[src/rtl/simon_rand_gen_if.sv]
// -----------------------------------------------------------------------------
// simon_rand_gen_if
// Draw handshake between the game sequencer (master) and the random draw
// generator (slave).
//   req        master -> slave  draw request
//   seed_load  master -> slave  load seed_in into the LFSR this cycle
//   seed_in    master -> slave  LFSR_W-bit seed (zero selects the built-in seed)
//   busy       slave -> master  generator is working on a draw
//   rand_valid slave -> master  one-cycle pulse, rand_num holds a new draw
//   rand_num   slave -> master  last drawn value, OUT_W bits
//   lfsr_q     slave -> master  current LFSR state (debug / test)
// LFSR_W and OUT_W must match the parameters of the attached simon_rand_gen.
// -----------------------------------------------------------------------------
interface simon_rand_gen_if #(
  parameter int LFSR_W = 16,
  parameter int OUT_W  = 2
);
  logic              req;
  logic              seed_load;
  logic [LFSR_W-1:0] seed_in;
  logic              busy;
  logic              rand_valid;
  logic [OUT_W-1:0]  rand_num;
  logic [LFSR_W-1:0] lfsr_q;

  modport master (
    output req, seed_load, seed_in,
    input  busy, rand_valid, rand_num, lfsr_q
  );

  modport slave (
    input  req, seed_load, seed_in,
    output busy, rand_valid, rand_num, lfsr_q
  );
endinterface

[src/rtl/simon_rand_gen.sv]
// -----------------------------------------------------------------------------
// simon_rand_gen
// Pseudo-random draw generator for the Simon game. A Fibonacci LFSR steps
// every clock; each accepted request waits MIX_CYCLES extra steps and then
// captures the low OUT_W bits of the LFSR as the new draw.
//
// Ports:
//   CLK  system clock, rising edge
//   RST  synchronous active-high reset
//   bus  simon_rand_gen_if.slave (req, seed_load, seed_in, busy, rand_valid,
//        rand_num, lfsr_q)
//
// Parameters: LFSR_W (8/16/24/32), OUT_W (1..LFSR_W), SEED (nonzero),
//             MIX_CYCLES (0..255).
//
// Optional feature macro: RAND_NO_REPEAT_EN
//   When defined, a draw equal to the previous one is rejected and retried
//   one cycle later (no pulse during the retry). When undefined, every draw
//   completes in a single DRAW cycle and repeats are allowed.
// -----------------------------------------------------------------------------
module simon_rand_gen #(
  parameter int                LFSR_W     = 16,
  parameter int                OUT_W      = 2,
  parameter logic [LFSR_W-1:0] SEED       = 16'hACE1,
  parameter int                MIX_CYCLES = 4
) (
  input logic              CLK,
  input logic              RST,
  simon_rand_gen_if.slave  bus
);

  // Tap masks (bit n of the 1-indexed tap list is bit n-1 of the mask).
  function automatic logic [31:0] tap_mask(input int w);
    logic [31:0] m;
    case (w)
      32'sd8:  m = 32'h0000_00B8;   // 8,6,5,4
      32'sd16: m = 32'h0000_D008;   // 16,15,13,4
      32'sd24: m = 32'h00E1_0000;   // 24,23,22,17
      32'sd32: m = 32'h8020_0003;   // 32,22,2,1
      default: m = 32'h0000_0000;
    endcase
    return m;
  endfunction

  localparam logic [31:0]       TAP_FULL = tap_mask(LFSR_W);
  localparam logic [LFSR_W-1:0] TAP_MASK = TAP_FULL[LFSR_W-1:0];
  localparam logic [7:0]        MIX_LAST = (MIX_CYCLES > 0) ? 8'(MIX_CYCLES - 1) : 8'd0;
  localparam bit                MIX_NONE = (MIX_CYCLES == 0);

  // Feedback bit is the parity of the tapped bits.
  function automatic logic lfsr_fb(input logic [LFSR_W-1:0] s);
    return ^(s & TAP_MASK);
  endfunction

  // Parameter legality is enforced at elaboration.
  if (!(LFSR_W == 8 || LFSR_W == 16 || LFSR_W == 24 || LFSR_W == 32)) begin : g_bad_lfsr_w
    $error("simon_rand_gen: LFSR_W must be 8, 16, 24 or 32");
  end
  if (OUT_W < 1 || OUT_W > LFSR_W) begin : g_bad_out_w
    $error("simon_rand_gen: OUT_W must be in 1..LFSR_W");
  end
  if (SEED == '0) begin : g_bad_seed
    $error("simon_rand_gen: SEED must be nonzero");
  end
  if (MIX_CYCLES < 0 || MIX_CYCLES > 255) begin : g_bad_mix
    $error("simon_rand_gen: MIX_CYCLES must be in 0..255");
  end

  typedef enum logic [1:0] {
    IDLE = 2'd0,
    MIX  = 2'd1,
    DRAW = 2'd2
  } state_t;

  state_t            state_r;
  logic [7:0]        mix_cnt_r;
  logic [LFSR_W-1:0] lfsr_r;
  logic [OUT_W-1:0]  rand_num_r;
  logic              rand_valid_r;
  logic              busy_r;
  logic [LFSR_W-1:0] seed_val_s;
  logic [OUT_W-1:0]  draw_s;
  logic              reject_s;

  assign draw_s = lfsr_r[OUT_W-1:0];

`ifdef RAND_NO_REPEAT_EN
  logic have_last_r;
  // A candidate equal to the last accepted draw is rejected; never before the first draw.
  assign reject_s = have_last_r && (draw_s == rand_num_r);
`else
  assign reject_s = 1'b0;
`endif

  // Zero seed falls back to SEED so the all-zero lock-up state cannot be entered.
  always_comb begin
    seed_val_s = SEED;
    if (bus.seed_in != '0) begin
      seed_val_s = bus.seed_in;
    end else begin
      seed_val_s = SEED;
    end
  end

  // LFSR: reset > seed load > free-running step.
  always_ff @(posedge CLK) begin
    if (RST) begin
      lfsr_r <= SEED;
    end else if (bus.seed_load) begin
      lfsr_r <= seed_val_s;
    end else begin
      lfsr_r <= {lfsr_r[LFSR_W-2:0], lfsr_fb(lfsr_r)};
    end
  end

  // Draw FSM with registered busy / rand_valid / rand_num.
  always_ff @(posedge CLK) begin
    if (RST) begin
      state_r      <= IDLE;
      mix_cnt_r    <= 8'd0;
      rand_num_r   <= '0;
      rand_valid_r <= 1'b0;
      busy_r       <= 1'b0;
`ifdef RAND_NO_REPEAT_EN
      have_last_r  <= 1'b0;
`endif
    end else begin
      rand_valid_r <= 1'b0;
      case (state_r)
        IDLE: begin
          if (bus.req) begin
            mix_cnt_r <= 8'd0;
            busy_r    <= 1'b1;
            if (MIX_NONE) begin
              state_r <= DRAW;
            end else begin
              state_r <= MIX;
            end
          end else begin
            busy_r <= 1'b0;
          end
        end
        MIX: begin
          mix_cnt_r <= mix_cnt_r + 8'd1;
          if (mix_cnt_r == MIX_LAST) begin
            state_r <= DRAW;
          end else begin
            state_r <= MIX;
          end
        end
        DRAW: begin
          if (reject_s) begin
            // Stay one more cycle; the LFSR has stepped by the next compare.
            state_r <= DRAW;
          end else begin
            rand_num_r   <= draw_s;
            rand_valid_r <= 1'b1;
            busy_r       <= 1'b0;
            state_r      <= IDLE;
`ifdef RAND_NO_REPEAT_EN
            have_last_r  <= 1'b1;
`endif
          end
        end
        default: begin
          state_r <= IDLE;
          busy_r  <= 1'b0;
        end
      endcase
    end
  end

  assign bus.busy       = busy_r;
  assign bus.rand_valid = rand_valid_r;
  assign bus.rand_num   = rand_num_r;
  assign bus.lfsr_q     = lfsr_r;

endmodule
[src/flat_wrapper.sv]
// flat-port wrapper written by rule: the top's interface ports become plain ports
module simon_rand_gen_flat 
#(
  parameter int                LFSR_W     = 16,
  parameter int                OUT_W      = 2,
  parameter logic [LFSR_W-1:0] SEED       = 16'hACE1,
  parameter int                MIX_CYCLES = 4
)
  (CLK, RST, bus_req, bus_seed_load, bus_seed_in, bus_busy, bus_rand_valid, bus_rand_num, bus_lfsr_q);
  simon_rand_gen_if #(.LFSR_W(LFSR_W), .OUT_W(OUT_W)) bus_i ();
  input logic CLK;
  input logic RST;
  input wire logic [$bits(bus_i.req)-1:0] bus_req;
  input wire logic [$bits(bus_i.seed_load)-1:0] bus_seed_load;
  input wire logic [$bits(bus_i.seed_in)-1:0] bus_seed_in;
  output wire logic [$bits(bus_i.busy)-1:0] bus_busy;
  output wire logic [$bits(bus_i.rand_valid)-1:0] bus_rand_valid;
  output wire logic [$bits(bus_i.rand_num)-1:0] bus_rand_num;
  output wire logic [$bits(bus_i.lfsr_q)-1:0] bus_lfsr_q;
  assign bus_i.req = bus_req;
  assign bus_i.seed_load = bus_seed_load;
  assign bus_i.seed_in = bus_seed_in;
  assign bus_busy = bus_i.busy;
  assign bus_rand_valid = bus_i.rand_valid;
  assign bus_rand_num = bus_i.rand_num;
  assign bus_lfsr_q = bus_i.lfsr_q;
  simon_rand_gen #(.LFSR_W(LFSR_W), .OUT_W(OUT_W), .SEED(SEED), .MIX_CYCLES(MIX_CYCLES)) u_core (.CLK(CLK), .RST(RST), .bus(bus_i));
endmodule
[config.mk]
export PLATFORM = sky130hd
export DESIGN_NAME = simon_rand_gen_flat
export DESIGN_NICKNAME = d
export VERILOG_FILES = /design/src/rtl/simon_rand_gen_if.sv /design/src/rtl/simon_rand_gen.sv /design/src/flat_wrapper.sv
export SDC_FILE = /design/constraint.sdc
export NUM_CORES = 1
export LEC_CHECK = 0
export ABC_AREA = 1
export BUFFER_PORTS_ARGS = -buffer_cell sky130_fd_sc_hd__buf_2
export CORE_UTILIZATION = 54
export DETAILED_ROUTE_END_ITERATION = 10
export HOLD_SLACK_MARGIN = 0.02
export PLACE_DENSITY = 0.94
export SLEW_MARGIN = 20
export SYNTH_ARGS = -nofsm -noshare
export SYNTH_HDL_FRONTEND = slang
export SYNTH_SLANG_ARGS = --single-unit
[constraint.sdc]
create_clock -name CLK -period 1.7 [get_ports CLK]
set_input_delay 0.255 -clock CLK [delete_from_list [all_inputs] [get_ports CLK]]
set_output_delay 0.255 -clock CLK [all_outputs]
set_load 0.01 [all_outputs]
# [Word-level counts from Yosys, hierarchy flattened]
# Cells that the tools add are included.
[totals] output_inout_bits=20 wordCells=26 register_bits=30
[op_classes] reduce_logical=5 mux=10 n_addsub=1 n_eq_ne=4
[ops] operator="two-way mux 16 bit" n=2
[ops] operator="case mux 8 bit (2 select lines)" n=1
[ops] operator="nonzero test 16 bit" n=1
[ops] operator="XOR reduction 16 bit" n=1
[ops] operator="adder 8 x 1 -> 8 bit, second input constant" n=1
[ops] operator="equality test 8 x 2 -> 1 bit, second input constant" n=1
[ops] operator="two-way mux 8 bit" n=1
[ops] operator="two-way mux 2 bit" n=2
[ops] operator="case mux 2 bit (2 select lines)" n=1
[ops] operator="equality test 2 x 1 -> 1 bit, second input constant" n=1
[ops] operator="equality test 2 bit, second input constant" n=1
[ops] operator="logical NOT 2 bit" n=1
[ops] operator="two-way mux 1 bit" n=2
[ops] operator="!= test 2 bit, second input constant" n=1
[ops] operator="case mux 1 bit (2 select lines)" n=1
[ops] operator="AND reduction 2 bit" n=1
[ops] operator="nonzero test 2 bit" n=1

# [Logic depth before layout (Yosys ltp)]
# Gate-level depths: netlist of run 1.
[logic_depth] word_depth=3 ltp_mapped=8 depth_no_buf=8

# [Worst setup path after synthesis of run 1]
# No wires, ideal clock.
[synth_path] path_kind="reg-to-reg" start="reg u_core.mix_cnt_r[0]" end="reg u_core.mix_cnt_r[6]" synth_period_minus_slack_ns=1.077 required_time_ns=1.583 slack_ns=0.623 arrival_time_ns=0.960 setup_ns=0.117 stages_incl_launch_ff=7 cell_sequence="dfxtp_1 ha_1 nand3_1 nor2_1 nand2_1 nand2_1 nor2_1"
[synth_via] elab_chain_len=2
[synth_lines] item="start: declaration" line="simon_rand_gen.sv:76" source="logic [7:0] mix_cnt_r;"
[synth_lines] item="start signal: assignment" line="simon_rand_gen.sv:144" source="mix_cnt_r <= mix_cnt_r + 8'd1;"
[synth_lines] item="adder 8 x 1 -> 8 bit" line="simon_rand_gen.sv:144"
[synth_lines] item="case mux 8 bit (2 select lines)" line="simon_rand_gen.sv:129" source="case (state_r)"
# Every way passes these cells.
# A chain may end at the register's enable or synchronous reset.

# [Final worst setup path of run 1]
# Ends and elaborated chain as after synthesis.

==> results.toml, run 1 <==
[place]
place.gp.congestion = 0.863
place.port_buffers = 39
place.detailed.hpwl_um = 2230
placed_area_um2 = 1590

[synth]
synth_flop_cell = "sky130_fd_sc_hd__dfxtp_1"
synth_fp_nets = 230
synth-warning-count = 0
synth.top_cells.by_area = "sky130_fd_sc_hd__dfxtp_1 (43%), sky130_fd_sc_hd__nand2_1 (17%), sky130_fd_sc_hd__nor2_1 (11%)"
synth_largest_type_area_fraction_pct = 43.5
synthDistinctLibCells = 22
synth.avg_cell_area_um2 = 6.61
post-synth-top-area-cell = "sky130_fd_sc_hd__dfxtp_1"
syn-cell-area_um2 = 1380
synth-seq-cells = 30
postSynthCellCount = 209
synth_enable_flop_cells = 0
synth-async-reset-ratio_pct = 0
yosysSeqAreaShare_pct = 43.5

[critical_path]
crit_path_start = "u_core.mix_cnt_r[0]$_SDFFE_PP0P_"
critical_path_class = "flip-flop to flip-flop"
critPathRequiredTime_ns = 1.93
crit_fanout = 5
timing.rr.end = "u_core.mix_cnt_r[6]$_SDFFE_PP0P_"
cp-start-kind = "flip-flop"
worst_setup_path_end_kind = "flip-flop"
worst_ep_arrival_time_ns = 1.49
rr_startpoint = "u_core.mix_cnt_r[0]$_SDFFE_PP0P_"
timing.reg2reg.worst_path_depth = 6
r2r_slack_ns = 0.44

[clocking]
cts.sinks = 30
clk-insertion-delay-late_ns = 0.33
cts_hold_buf = 0
clock_transition_at_path_regs_ns = 0.09
clock_path_buffers = 2
cts_resized = 0
tritoncts = "yes"
post-cts-setup-buffer-count = 0
htree_depth = 2
cts-buffers-inserted = 5
cts.root.buffer_cell = "sky130_fd_sc_hd__clkbuf_4"

[final_layout]
final_design_area_no_fill_um2 = 1630
drive_above_1_share_pct = 22.8
mostFrequentLayoutCells = "sky130_fd_sc_hd__nand2_1 (63), sky130_fd_sc_hd__nor2_1 (41), sky130_fd_sc_hd__buf_2 (39)"
antenna_cells = 0
final_nets = 271
mostFrequentLayoutCell = "sky130_fd_sc_hd__nand2_1"
number_of_filler_cells_placed_in_the_layout = 215
layout-area-overhead-vs-synth_pct = 18.0

[drt]
vias_per_cell = 4.92
drtPass1Iterations = 4
drt-initial-drc-count = 36
residual_drc = 0
drt-total-wl_um = 3080
dr_total_vias = 1369
avgRoutedWirePerCell_um = 11.1
detail-route-antenna-nets = 0

[outcome]
run_status = "completed"

[job]
maxCapViolations = 0

[timing]
slew_headroom_pct = 72.5
rsz0062_at_grt = "false"
max_freq_mhz = 793
max_transition_viols_final = 0
setup_violations = 0
worstMarginPinSlew_ns = 0.411
final_min_period_over_clock_period_pct = 74.1
period_minus_slack_ns = 1.26
report.final.hold_viol_count = 0
fin_worst_skew_ns = 0.00360
timing.setup.tns_ns = 0

[pwr]
power.static_leakage_uw = 0.000840
vdd_drop_max_uv = 609
power.density_cell_area_nw_per_um2 = 831

[grt]
initial_antenna_violation_count = 0
grt_usage_pct = 26.0
grt_overflow = 0
grt_max_degree = 18
vias_in_the_first_global_route = 1198
global_route_wire_length_before_repair_um = 5050

[die]
floorplan.die.width_um = 52.6
fp-row-count = 17
floorplan.core_area_um2 = 2320
initial_core_util_pct = 59.6
fp.dieArea_um2 = 2760
dieHeight_um = 52.6
io-pin-count = 40

[min_path]
whs_path_depth = 3
holdPathEnd = "u_core.bus.lfsr_q[14]$_SDFF_PP0_"
worst_hold_path_startpoint = "bus_seed_in[14]"
hold_path_class = "input pin to flip-flop"
-- state kept, by name, indices dropped and copies added, names as in the netlist --
name and count:
u_core.bus.lfsr_q 16, u_core.mix_cnt_r 8, u_core.bus.rand_num 2, u_core.state_r 2
u_core.bus.busy 1, u_core.bus.rand_valid 1
-- how the worst max path moves through the flow --
| stage | to | slack (ns) | depth (start not counted) |
|---|---|---|---|
| after CTS | u_core.mix_cnt_r[6]$_SDFFE_PP0P_ | 0.46 | 6 |
| after floorplan | u_core.mix_cnt_r[6]$_SDFFE_PP0P_ | 0.62 | 6 |
| after global placement | u_core.mix_cnt_r[6]$_SDFFE_PP0P_ | 0.55 | 6 |
| after global routing | u_core.mix_cnt_r[6]$_SDFFE_PP0P_ | 0.36 | 6 |
| after detailed placement | u_core.mix_cnt_r[6]$_SDFFE_PP0P_ | 0.48 | 6 |
| final | u_core.mix_cnt_r[6]$_SDFFE_PP0P_ | 0.44 | 6 |
-- synthesized netlist by cell type, types with 2 or more instances --
master / instances
sky130_fd_sc_hd__nand2_1: 63
sky130_fd_sc_hd__nor2_1: 41
sky130_fd_sc_hd__dfxtp_1: 30
sky130_fd_sc_hd__inv_1: 20
sky130_fd_sc_hd__a21oi_1: 12
sky130_fd_sc_hd__o21ai_0: 11
sky130_fd_sc_hd__inv_2: 6
sky130_fd_sc_hd__nand3_1: 6
sky130_fd_sc_hd__buf_2: 3
sky130_fd_sc_hd__nand2_2: 2
sky130_fd_sc_hd__nand4_1: 2
sky130_fd_sc_hd__nor2_4: 2
sky130_fd_sc_hd__nor3_1: 2
-- report_power, final --
part           total, uW  switching (uW)  internal [uW]
Sequential           765            26.7            738
Clock                389             233            155
Combinational        200             123           77.5
-- cell families after synthesis --
group / Yosys count / share of synthesized area (%)
buffers and inverters: 31 / 8.97
AOI/OAI and AO/OA: 26 / 9.96
and+or+nand+nor: 121 / 36.7
adders and majority gates: 1 / 0.906
DFF: 30 / 43.5
-- area by class of cell --
class / instances / area [um^2] / area share (%)
Sequential cell: 30 / 601 / 36.8
Multi-Input combinational cell: 148 / 657 / 40.3
Tap cell: 28 / 35.0 / 2.15
Clock buffer: 7 / 45.0 / 2.76
Timing Repair Buffer: 39 / 195 / 12.0
Inverter: 26 / 97.6 / 5.99
-- metrics by stage --
| step | setup WS, ns | utilization (%) | hold WS, ns | power [uW] | instances |
|---|---|---|---|---|---|
| 5_1_grt | 0.355 | 70.3 | 0.172 | 1420 | 278 |
| 3_5_place_dp | 0.480 | 68.4 | 0.459 | 979 | 271 |
| 2_1_floorplan | 0.623 | - | 0.333 | 898 | 209 |
| 4_1_cts | 0.464 | 70.3 | 0.154 | 1360 | 278 |
| 3_3_place_gp | 0.547 | 68.4 | 0.458 | 973 | 271 |
| 6_report | 0.440 | 70.3 | 0.160 | 1350 | 278 |
-- routing by layer --
layer	share of wire (%)	wire, um	track usage (%)	up-vias
li1	-	-	-	726
met1	47	1450	31.1	595
met2	45	1390	40.9	42
met3	5.9	180	6.96	6
met4	1.6	50	16.2	0
met5	0	0	0	-
-- critical path: stages (launching register included) --
cell	delay, ns
sky130_fd_sc_hd__dfxtp_1	0.43
sky130_fd_sc_hd__ha_1	0.27
sky130_fd_sc_hd__nand3_1	0.12
sky130_fd_sc_hd__nor2_1	0.14
sky130_fd_sc_hd__nand2_1	0.07
sky130_fd_sc_hd__nand2_1	0.07
sky130_fd_sc_hd__nor2_1	0.06
Power figures use the tool's default switching activity.
==> inputs of run 2 (changes only) <==
CORE_UTILIZATION = 50   (was 54)
PLACE_DENSITY = 0.88   (was 0.94)
clock period = 1.3 ns   (was 1.7 ns; I/O delays follow)
==> run 2 against run 1 <==
Net effect:
- sequential share of layout area is 0.89 points lower
- first-iteration DRC count down 17%
- clock-buffer cell count is the same
- critical path depth stayed put
- fmax up 4.6%
- largest cell class unchanged
==> results.toml, run 2 (synthesized netlist as in run 1, its figures left out) <==
[critical_path]
cp_slowest_stage_delay_ns = 0.42
cpLargestDelayFamily = "simple AND/OR/NAND/NOR gates"
worst_path_max_delay_cell = "sky130_fd_sc_hd__dfxtp_1"
crit_fanout = 5
worst_ep_arrival_time_ns = 1.44
critPathRequiredTime_ns = 1.54
crit_chain = "ha_2, nand3_1, nor2_1, nand2_1, nand2_1, nor2_1"
path_buf_inv = 0
critical_path_class = "flip-flop to flip-flop"
cp-start-kind = "flip-flop"
worst_setup_path_end_kind = "flip-flop"

[grt]
grt_max_degree = 18
grt_usage_pct = 25.2
vias_in_the_first_global_route = 1189
initial_antenna_violation_count = 0
grt_overflow = 0
global_route_wire_length_before_repair_um = 5260

[final_layout]
layout-area-overhead-vs-synth_pct = 21.2
final_nets = 274
post_layout_nonfiller_instances = 284
antenna_cells = 0
number_of_flip_flops_under_the_largest_register_name = 16
mostFrequentLayoutCell = "sky130_fd_sc_hd__nand2_1"
drive_above_1_share_pct = 25.2
mostFrequentLayoutCells = "sky130_fd_sc_hd__nand2_1 (63), sky130_fd_sc_hd__nor2_1 (41), sky130_fd_sc_hd__buf_2 (39)"

[place]
place_inst = 276
place.port_buffers = 39
setup_slack_placement_ns = 0.102
place.detailed.hpwl_um = 2200
place.gp.congestion = 0.913

[die]
floorplan.die.width_um = 54.6
initial_core_util_pct = 54.3
dieHeight_um = 54.6
io-pin-count = 40
fp.dieArea_um2 = 2980
fp-row-count = 18
floorplan.core_area_um2 = 2540

[clocking]
clk-insertion-delay-late_ns = 0.34
cts-buffers-inserted = 5
cts.root.buffer_cell = "sky130_fd_sc_hd__clkbuf_4"
clock_path_buffers = 2
cts.sinks = 30
post-cts-setup-buffer-count = 0
clock_transition_at_path_regs_ns = 0.09
htree_depth = 2
tritoncts = "yes"
cts_resized = 0
cts_hold_buf = 0

[timing]
fin_worst_skew_ns = 0.00465
max_freq_mhz = 830
setup_violations = 0
hold-worst-slack_ns = 0.0995
max_transition_viols_final = 0
report.final.hold_viol_count = 0
period_minus_slack_ns = 1.21
timing.setup.tns_ns = 0
slew_headroom_pct = 70.0
worstMarginPinSlew_ns = 0.449
layout_setup_ws_ns = 0.0948
final_min_period_over_clock_period_pct = 92.7

[drt]
avgRoutedWirePerCell_um = 11.1
drt-initial-drc-count = 30
drtPass1Iterations = 4
drt-total-wl_um = 3150
vias_per_cell = 4.97
detail-route-antenna-nets = 0
dr_total_vias = 1412
residual_drc = 0

[pwr]
power.density_cell_area_nw_per_um2 = 1110
power.static_leakage_uw = 0.000863
vdd_drop_max_uv = 864

[min_path]
hold_path_class = "input pin to flip-flop"

[outcome]
run_status = "completed"

[job]
maxCapViolations = 0
## run 2: report_power, final
group	leakage, uW	switching [uW]	internal [uW]
registers	0.000248	35.3	966
logic	0.000580	165	106
clock network	0.0000353	323	262
## run 2: layout make-up
cell class | instances | area [um^2]
Tap cell | 30 | 37.5
Fill cell | 245 | 871
Sequential cell | 30 | 602
Inverter | 26 | 97.6
Timing Repair Buffer | 42 | 218
Clock inverter | 1 | 5.00
Clock buffer | 7 | 55.1
Multi-Input combinational cell | 148 | 659
## run 2: per-layer routing
metal / share of wire [%] / global-route usage (%)
met5: 0 / 0
met4: 0.95 / 8.12
met3: 6.1 / 8.89
met2: 47 / 40.7
met1: 45 / 31.0
## run 2: worst paths after layout
kind | start | to | slack (ns) | cells after the start
worst min-delay path | bus_seed_in[2] | u_core.bus.lfsr_q[2]$_SDFF_PP0_ | 0.1 | 3
worst max-delay path | u_core.mix_cnt_r[1]$_SDFFE_PP0P_ | u_core.mix_cnt_r[6]$_SDFFE_PP0P_ | 0.09 | 6
worst max register to register | u_core.mix_cnt_r[1]$_SDFFE_PP0P_ | u_core.mix_cnt_r[6]$_SDFFE_PP0P_ | 0.09 | 6
worst min register to register | u_core.bus.rand_num[0]$_SDFFE_PP0P_ | u_core.bus.rand_num[0]$_SDFFE_PP0P_ | 0.48 | 2
## run 2: tightest hold or removal path, delay by kind of cell
kind,cells,cell delay (ns)
buffers and inverters,1,0.09
and+or+nand+nor,2,0.12
## run 2: through the flow
| stage | util [%] | area [um^2] | power, uW |
|---|---|---|---|
| 6_report | 65.8 | 1670 | 1860 |
| 5_1_grt | 65.8 | 1670 | 1960 |
| 4_1_cts | 65.6 | 1670 | 1870 |
| 3_5_place_dp | 63.3 | 1610 | 1290 |
| 3_3_place_gp | 63.3 | 1610 | 1280 |
| 2_1_floorplan | - | 1380 | 1170 |
